## config.mk

```make
export PLATFORM = sky130hd
export DESIGN_NAME = exec_datapath
export DESIGN_NICKNAME = d
export VERILOG_FILES = /design/src/rtl/exec_datapath_pkg.sv /design/src/rtl/exec_datapath_regfile.sv /design/src/rtl/exec_datapath.sv
export SDC_FILE = /design/constraint.sdc
export NUM_CORES = 2
export LEC_CHECK = 0
export CORE_MARGIN = 4
export CORE_UTILIZATION = 55
export DETAILED_ROUTE_END_ITERATION = 8
export PLACE_DENSITY = 0.74
export REMOVE_ABC_BUFFERS = 1
export SLEW_MARGIN = 0
export SYNTH_ARGS = -nofsm -noshare
export SYNTH_HDL_FRONTEND = slang
export SYNTH_SLANG_ARGS = --single-unit
```

## constraint.sdc

```tcl
create_clock -name clk -period 16.7 [get_ports clk]
set_input_delay 3.34 -clock clk [delete_from_list [all_inputs] [get_ports clk]]
set_output_delay 3.34 -clock clk [all_outputs]
set_load 0.1 [all_outputs]
```

## src/rtl/exec_datapath_pkg.sv

```systemverilog
// Shared opcode/funct constants, FSM states and the internal ALU command encoding
// for the multi-cycle execute datapath.
package exec_datapath_pkg;

  localparam logic [5:0] OP_RTYPE = 6'h00;
  localparam logic [5:0] OP_JAL   = 6'h03;
  localparam logic [5:0] OP_BEQ   = 6'h04;
  localparam logic [5:0] OP_ADDI  = 6'h08;
  localparam logic [5:0] OP_ORI   = 6'h0D;
  localparam logic [5:0] OP_XORI  = 6'h0E;

  localparam logic [5:0] FN_ADD = 6'h20;
  localparam logic [5:0] FN_SUB = 6'h22;
  localparam logic [5:0] FN_AND = 6'h24;
  localparam logic [5:0] FN_OR  = 6'h25;
  localparam logic [5:0] FN_XOR = 6'h26;
  localparam logic [5:0] FN_SLT = 6'h2A;

  typedef enum logic [1:0] {ST_IDLE, ST_DECODE, ST_EXEC, ST_WB} state_e;

  typedef enum logic [2:0] {
    ALU_ADD, ALU_SUB, ALU_AND, ALU_OR, ALU_XOR, ALU_SLT, ALU_PC4, ALU_NONE
  } alu_cmd_e;

  typedef enum logic [1:0] {OPB_REG, OPB_SEXT, OPB_ZEXT} opb_sel_e;
  typedef enum logic [1:0] {DST_NONE, DST_RD, DST_RT, DST_LINK} dst_sel_e;

  typedef struct packed {
    alu_cmd_e cmd;
    opb_sel_e opb;
    dst_sel_e dst;
    logic     ovf_en;
    logic     illegal;
  } dec_t;

  function automatic dec_t decode(input logic [5:0] op, input logic [5:0] funct);
    dec_t d;
    d.cmd     = ALU_NONE;
    d.opb     = OPB_REG;
    d.dst     = DST_NONE;
    d.ovf_en  = 1'b0;
    d.illegal = 1'b0;
    case (op)
      OP_RTYPE: begin
        d.dst = DST_RD;
        case (funct)
          FN_ADD: begin d.cmd = ALU_ADD; d.ovf_en = 1'b1; end
          FN_SUB: begin d.cmd = ALU_SUB; d.ovf_en = 1'b1; end
          FN_AND: d.cmd = ALU_AND;
          FN_OR:  d.cmd = ALU_OR;
          FN_XOR: d.cmd = ALU_XOR;
          FN_SLT: d.cmd = ALU_SLT;
          default: begin d.illegal = 1'b1; d.dst = DST_NONE; end
        endcase
      end
      OP_ADDI: begin d.cmd = ALU_ADD; d.opb = OPB_SEXT; d.dst = DST_RT; d.ovf_en = 1'b1; end
      OP_ORI:  begin d.cmd = ALU_OR;  d.opb = OPB_ZEXT; d.dst = DST_RT; end
      OP_XORI: begin d.cmd = ALU_XOR; d.opb = OPB_ZEXT; d.dst = DST_RT; end
      OP_BEQ:  d.cmd = ALU_SUB;
      OP_JAL:  begin d.cmd = ALU_PC4; d.dst = DST_LINK; end
      default: d.illegal = 1'b1;
    endcase
    return d;
  endfunction

endpackage

```

## src/rtl/exec_datapath_regfile.sv

```systemverilog
// Register file: two combinational read ports, one write port, one debug read port.
// Register 0 is never written, so it always reads zero.
module regfile_param
  import exec_datapath_pkg::*;
#(
  parameter int WIDTH = 32,
  parameter int NREGS = 32,
  localparam int AW = $clog2(NREGS)
) (
  input  logic             clk,
  input  logic             rst_n,
  input  logic [AW-1:0]    ra_addr_i,
  output logic [WIDTH-1:0] ra_data_o,
  input  logic [AW-1:0]    rb_addr_i,
  output logic [WIDTH-1:0] rb_data_o,
  input  logic             we_i,
  input  logic [AW-1:0]    wa_i,
  input  logic [WIDTH-1:0] wd_i,
  input  logic [AW-1:0]    dbg_addr_i,
  output logic [WIDTH-1:0] dbg_data_o
);

  logic [WIDTH-1:0] regs_q [NREGS];

  always_ff @(posedge clk or negedge rst_n) begin
    if (!rst_n) begin
      for (int i = 0; i < NREGS; i++) regs_q[i] <= '0;
    end else if (we_i && (wa_i != '0)) begin
      regs_q[wa_i] <= wd_i;
    end
  end

  assign ra_data_o  = regs_q[ra_addr_i];
  assign rb_data_o  = regs_q[rb_addr_i];
  assign dbg_data_o = regs_q[dbg_addr_i];

endmodule

```

## src/rtl/exec_datapath.sv

```systemverilog
// Four-state (IDLE/DECODE/EXEC/WB) execute datapath for a MIPS-like instruction subset.
// Operands are latched in DECODE, the ALU result in EXEC, and the register write lands at the end of WB.
module exec_datapath
  import exec_datapath_pkg::*;
#(
  parameter int WIDTH = 32,
  parameter int NREGS = 32,
  localparam int AW = $clog2(NREGS)
) (
  input  logic             clk,
  input  logic             rst_n,
  input  logic             instr_valid,
  output logic             instr_ready,
  input  logic [31:0]      instr,
  input  logic [WIDTH-1:0] pc_in,
  output logic [WIDTH-1:0] result,
  output logic             zero,
  output logic             overflow,
  output logic             result_valid,
  output logic             illegal,
  input  logic [AW-1:0]    dbg_addr,
  output logic [WIDTH-1:0] dbg_data
);

  state_e           state_q, state_d;
  logic [31:0]      ir_q;
  logic [WIDTH-1:0] pc_q, a_q, b_q, result_q;
  logic             zero_q, ovf_q, ill_q, we_q;
  logic [AW-1:0]    waddr_q;

  logic [WIDTH-1:0] rf_a, rf_b, opb, sum, diff, alu_res;
  logic             add_ovf, sub_ovf, slt, alu_ovf, alu_we;
  logic [AW-1:0]    alu_waddr;
  dec_t             dec;
  logic             unused_ir_bits;

  // Shamt and the upper register-index bits are carried in IR but never used.
  assign unused_ir_bits = ^ir_q;

  regfile_param #(.WIDTH(WIDTH), .NREGS(NREGS)) u_regfile (
    .clk        (clk),
    .rst_n      (rst_n),
    .ra_addr_i  (ir_q[21 +: AW]),
    .ra_data_o  (rf_a),
    .rb_addr_i  (ir_q[16 +: AW]),
    .rb_data_o  (rf_b),
    .we_i       (state_q == ST_WB && we_q),
    .wa_i       (waddr_q),
    .wd_i       (result_q),
    .dbg_addr_i (dbg_addr),
    .dbg_data_o (dbg_data)
  );

  always_comb begin
    state_d = state_q;
    case (state_q)
      ST_IDLE:   if (instr_valid) state_d = ST_DECODE;
      ST_DECODE: state_d = ST_EXEC;
      ST_EXEC:   state_d = ST_WB;
      default:   state_d = ST_IDLE;
    endcase
  end

  always_comb begin
    dec = decode(ir_q[31:26], ir_q[5:0]);
    case (dec.opb)
      OPB_SEXT: opb = WIDTH'($signed(ir_q[15:0]));
      OPB_ZEXT: opb = WIDTH'(ir_q[15:0]);
      default:  opb = b_q;
    endcase
    sum     = a_q + opb;
    diff    = a_q - opb;
    add_ovf = (a_q[WIDTH-1] == opb[WIDTH-1]) && (sum[WIDTH-1] != a_q[WIDTH-1]);
    sub_ovf = (a_q[WIDTH-1] != opb[WIDTH-1]) && (diff[WIDTH-1] != a_q[WIDTH-1]);
    slt     = $signed(a_q) < $signed(opb);
    alu_res = '0;
    case (dec.cmd)
      ALU_ADD: alu_res = sum;
      ALU_SUB: alu_res = diff;
      ALU_AND: alu_res = a_q & opb;
      ALU_OR:  alu_res = a_q | opb;
      ALU_XOR: alu_res = a_q ^ opb;
      ALU_SLT: alu_res = WIDTH'(slt);
      ALU_PC4: alu_res = pc_q + WIDTH'(4);
      default: alu_res = '0;
    endcase
    // BEQ shares the SUB command but has ovf_en clear, so it never flags overflow.
    alu_ovf   = dec.ovf_en && ((dec.cmd == ALU_SUB) ? sub_ovf : add_ovf);
    alu_we    = 1'b1;
    alu_waddr = '0;
    case (dec.dst)
      DST_RD:   alu_waddr = ir_q[11 +: AW];
      DST_RT:   alu_waddr = ir_q[16 +: AW];
      DST_LINK: alu_waddr = AW'(NREGS - 1);
      default:  alu_we = 1'b0;
    endcase
  end

  always_ff @(posedge clk or negedge rst_n) begin
    if (!rst_n) begin
      state_q  <= ST_IDLE;
      ir_q     <= '0;
      pc_q     <= '0;
      a_q      <= '0;
      b_q      <= '0;
      result_q <= '0;
      zero_q   <= 1'b0;
      ovf_q    <= 1'b0;
      ill_q    <= 1'b0;
      we_q     <= 1'b0;
      waddr_q  <= '0;
    end else begin
      state_q <= state_d;
      if (state_q == ST_IDLE && instr_valid) begin
        ir_q <= instr;
        pc_q <= pc_in;
      end
      if (state_q == ST_DECODE) begin
        a_q <= rf_a;
        b_q <= rf_b;
      end
      if (state_q == ST_EXEC) begin
        result_q <= alu_res;
        zero_q   <= (alu_res == '0);
        ovf_q    <= alu_ovf;
        ill_q    <= dec.illegal;
        we_q     <= alu_we;
        waddr_q  <= alu_waddr;
      end
    end
  end

  assign instr_ready  = (state_q == ST_IDLE);
  assign result_valid = (state_q == ST_WB);
  assign result       = result_q;
  assign zero         = zero_q;
  assign overflow     = ovf_q;
  assign illegal      = ill_q;

endmodule
```

# --- Word level (Yosys, flattened, before mapping) ---
# Cells that the tools add are included.
word_totals:
  regBits: 1195
  inputBits: 72
  out_inout_bits: 69
  wordCells: 135
op_classes:
  eq_ne: 30
  order_cmp: 6
  reduce_logical: 18
  bitwise_logic: 7
  n_mux: 28
  addsub: 3
op_table:
  columns: ["cell", "n"]
  rows:
  - ["$bwmux 1024", 1]
  - ["$bmux 32 s5", 3]
  - ["$mux 32", 7]
  - ["$pmux 32 s7", 1]
  - ["$demux 32 s5", 1]
  - ["$pmux 32 s2", 1]
  - ["$eq 6x6->1 const B", 6]
  - ["$pmux 3 s6", 2]
  - ["$add 32x3->32 const B", 1]
  - ["$add 32x32->32", 1]
  - ["$and 32x32->32", 1]
  - ["$logic_not 32->1", 1]
  - ["$lt 32x32->1", 1]
  - ["$or 32x32->32", 1]
  - ["$sub 32x32->32", 1]
  - ["$xor 32x32->32", 1]
  - ["$ge 6x6->1 const B", 4]
  - ["$not 5->6", 4]
  - ["$eq 6x4->1 const B", 3]
  - ["$pmux 5 s3", 1]
  - ["$pmux 2 s3", 2]
  - ["$eq 2x2->1 const B", 5]
  - ["$eq 3x3->1 const B", 3]
  - ["$logic_and 1x1->1", 7]
  - ["other kinds (21)", 33]

# --- Depth between registers and ports, before layout ---
logic_depth:
  ltp_word: 10
  mapped_depth: 25
  depth_no_buf: 22

# --- By module ---
# Synthesis repeated with hierarchy kept, for this count alone.
hier_totals:
  hier_cells: 7357
  hier_area_um2: 78058.6
by_module_without_submodules:
  columns: ["mod", "instances", "cells_each", "seq_area_each_um2", "area_each_um2"]
  rows:
  - ["regfile_param", 1, 5759, 25624.6, 64664.5]
  - ["exec_datapath", 1, 1598, 4279.1, 13394.1]

# --- Worst setup path after synthesis ---
# OpenSTA, ideal clock, no wires.
synth_path:
  kind: "input -> output"
  from: "in dbg_addr[0]"
  to: "out dbg_data[0]"
  path_stages: 6
  arrival_ps: 5971
  n_path_buf: 3
  required_ps: 13360
  path_slack_ps: 7389
  path_cell_list: "clkbuf_1 > clkbuf_1 > buf_1 > mux4_2 > mux4_2 > mux2_2"
synth_via:
  elab_chain_len: 4
synth_rtl:
  columns: ["item", "line_no", "rtl"]
  rows:
  - ["from (decl)", "exec_datapath.sv:21", "input logic [AW-1:0] dbg_addr,"]
  - ["$not 5->6 (implied by the code)", "exec_datapath_regfile.sv:35", "assign dbg_data_o = regs_q[dbg_addr_i];"]
  - ["$bmux 32 s5", "exec_datapath_regfile.sv:35", null]
  - ["$mux 32 (implied by the code) (2 in a row)", "exec_datapath_regfile.sv:35", null]
  - ["to (decl)", "exec_datapath.sv:22", "output logic [WIDTH-1:0] dbg_data"]
# No other way between the ends. The select of a mux whose other input is x is not followed.

# --- Worst setup path in the final report ---
layout_path:
  from: "in dbg_addr[0]"
  to: "out dbg_data[13]"
# Same word-level chain as after synthesis.

==> results.md <==
- Status: finished clean
- Worst hold path class: reg -> reg
- Mapped cell area: 74730 um2
- DR WL met2: 108200 um
- Yosys warns: 0
- Largest net degree at the start of global routing: 179
- GRT overflow: 0
- Core area: between 100000 and 150000 um2
- R2r startpoint: ir_q[27]
- CTS Sinks: 1195
- Final worst slack: 5.554 ns
- Die X: 376.6 um
- Area growth syn-to-layout: 9.873%
- DP HPWL: 143300 um
- Row count: 134
- Max H-tree Level: 4
- Maxcap violations: 0
- Setup crit end kind: primary output
- Post-Synth Simple-Gate Area: under 10%
- Initial Util: a little under three fifths
- Hold wc startpoint: u_regfile.regs_q[996]
- Placement Cell Area: 77540 um2
- Maximum vdd drop: about 0.00011 V
- Top-Level Pins: 141
- Num CTS Buffers: 134
- Initial DRC Count: 6718
- Clock root buffer: clkbuf_16
- Leakage power: 35.70 nW
- CP max FO: 67
- Skew-Pair Late Insertion Delay: 0.80 ns
- Sequential-to-total area share from yosys stat: about two fifths
- Full die area: 141800 um2
- Wire length per cell: approximately 34 um
- Pwr dens: 198.7 nW/um2
- Final setup violation count: 0
- Post-CTS sizing: 0
- Postcts setup bufs: 0
- Layout Skew: 0.03018 ns
- Initial DRT Pass Iterations: 6
- NumNets Final: about 5200
- Async SR Flop Fraction: 100.0%
- Syn Area/Cell: 14.38 um2
- Initial antenna violation count: 4
- Slew at the pin closest to its max-slew limit: 1.220 ns
- Post-synthesis compound-gate area fraction: around 4.4%
- DR vias: approximately 50000
- Final Wtd Congestion: 1.001
- PortBufs: 140
- Post-Route WL: 238500 um
- Worst Path Required: 13.36 ns
- Synth cell types: roughly 90
- First-pass GRT wire length: 351900 um
- Filler cell count: 9959
- Post-route cell area: 82110 um2
- Highest Clock Rate: 0.08972 GHz
- Metal3 WL: 25820 um
- Post-synth EDFFs: 0
- Slew HR: 18.48%
- Die height: 376.6 um
- Worst R2R Setup Slack: 8.25 ns
- Post-Syn Instances: 5198
- DR vias/cell: ~7.4
- Arrival time at the worst endpoint: 7.81 ns
- Residual DRC count: 0
- Vias in the first global route: 50960
- Worst setup path start: dbg_addr[0]
- Share of cells above drive strength 1: 47.83%
- Clock-pin slew on the worst setup and hold paths: 0.05 ns
- CTS Hold Buffers Added: 0
- Multiplexer share of the synthesized area: 46.14%
- Largest family of logic cells by synthesized area: multiplexers
- RSZ-0062 raised after global routing: no
- Total Routing Usage GR: 33.93%
- Synth Area in XOR/XNOR: less than 1%
- Most used DFF post-synth: dfrtp_1
- CTS tree: built
- Crit path kind: in -> out
- CTS Buffer Depth: 3
- Slew Viols, Final: 0
- Routed Antenna Nets: 0
- Adder-Cell Fraction of Synth Area: 1.895%
- Top Layer Used: met5
- #FFs+latches synth: around 1200
- Tmin final: ~11 ns
- Total negative setup slack: 0 ns
- Place WS: 5.432 ns
- Final Hold Vio Count: 0
- Type of origin of the critical path: input port
- M1 WL: 92260 um
- Crit share post-route: 66.74%
- Number of antenna diodes: 0
[placed cells by master (no fill, tap or decap), types with 34 or more instances in the layout]
cell             synthesis  final
mux2i_1                 71     71
o21ai_0                 90     90
clkdlybuf4s50_1          0    133
clkbuf_8                 0     34
inv_1                  123    123
nand2_1                132    120
dfrtp_1               1195   1185
mux4_2                 960    960
buf_4                    5    124
a21oi_1                162    162
clkbuf_16                0    138
mux2_2                1078   1078
nor2_1                 212    200
ha_1                   110    108
[cell type report]
class	instances	area (um2)	area share (%)
clock buffer	194	4004	4.876
clock inverter	49	565.5	0.6888
inverter	123	461.7	0.5623
multi-input combinational	3327	42500	51.76
sequential	1195	29940	36.47
tap	1768	2212	2.694
timing repair buffer	266	2424	2.952
[cell usage after synthesis (all sizes together) (18+ instances only)]
cell type  instances  area share, %
a31oi             18           0.15
mux4             960             29
nor3              30           0.20
nor2b             20           0.17
dfrtp           1195             40
mux2            1079             16
a21o              21           0.21
buf              132           0.74
o21ai             97           0.65
nor4              18           0.18
nand3             31           0.21
nand2            133           0.67
xnor2             33           0.39
clkbuf           421            2.1
nand4             33           0.28
a21oi            162            1.1
a211oi            35           0.36
ha               110            1.8
inv              123           0.62
nor2             215            1.1
mux2i             71           0.95
[path summary, 6_finish.rpt]
kind                                    endpoint  cells after the start
max                                 dbg_data[13]                      7
min                        u_regfile.regs_q[996]                      0
max reg2reg                                 zero                     22
min reg2reg                u_regfile.regs_q[996]                      0
max in group asynchronous               ir_q[21]                      4
min in group asynchronous                ir_q[8]                      1
[metal layers]
layer  vias up  GRT usage, %
met2      3014         50.77
met1     27110         47.18
met5         -             0
met4         4         15.16
li1      20090             -
met3       663         9.116
[metrics by stage]
stage / cells / total power [mW] / util, % / hold slack [ns]
3_3_place_gp: 6679 / 12.96 / 57.74 / 0.3975
5_1_grt: 6922 / 17.05 / 61.14 / 0.4287
4_1_cts: 6922 / 16.21 / 61.14 / 0.4148
2_1_floorplan: 4645 / 10.89 / - / 0.3812
3_5_place_dp: 6679 / 13.11 / 57.74 / 0.4030
6_report: 6922 / 16.32 / 61.14 / 0.4124
[cells by family (layout without fill, tap and decap cells)]
kind of cell	count (synthesis)	after routing
adder cells (fa/ha/maj)	112	112
buffers and inverters	676	632
AND/OR/NAND/NOR	557	557
multiplexers	2110	2110
AO/OA/AOI/OAI	499	499
flip-flops	1195	1195
XOR/XNOR	49	49
[sequential cells by signal, summed over array words and instances (netlist names)]
name,flops
waddr_q,5
a_q,32
pc_q,32
we_q,1
illegal,1
overflow,1
state_q,2
zero,1
b_q,32
ir_q,32
result,32
u_regfile.regs_q,1024
[critical path, stage by stage]
cell	delay [ns]
buf_8	0.57
buf_4	0.56
buf_4	0.81
mux4_2	0.60
mux4_2	0.52
mux2_2	0.31
clkdlybuf4s50_1	0.97
[where the power goes]
group          internal [mW]  switching [mW]  total (mW)
logic                   3.63            4.34        7.97
registers               3.90            1.38        5.28
clock network           1.81            1.25        3.07
total                   9.34            6.98        16.3
(Power assumes the default switching activity.)
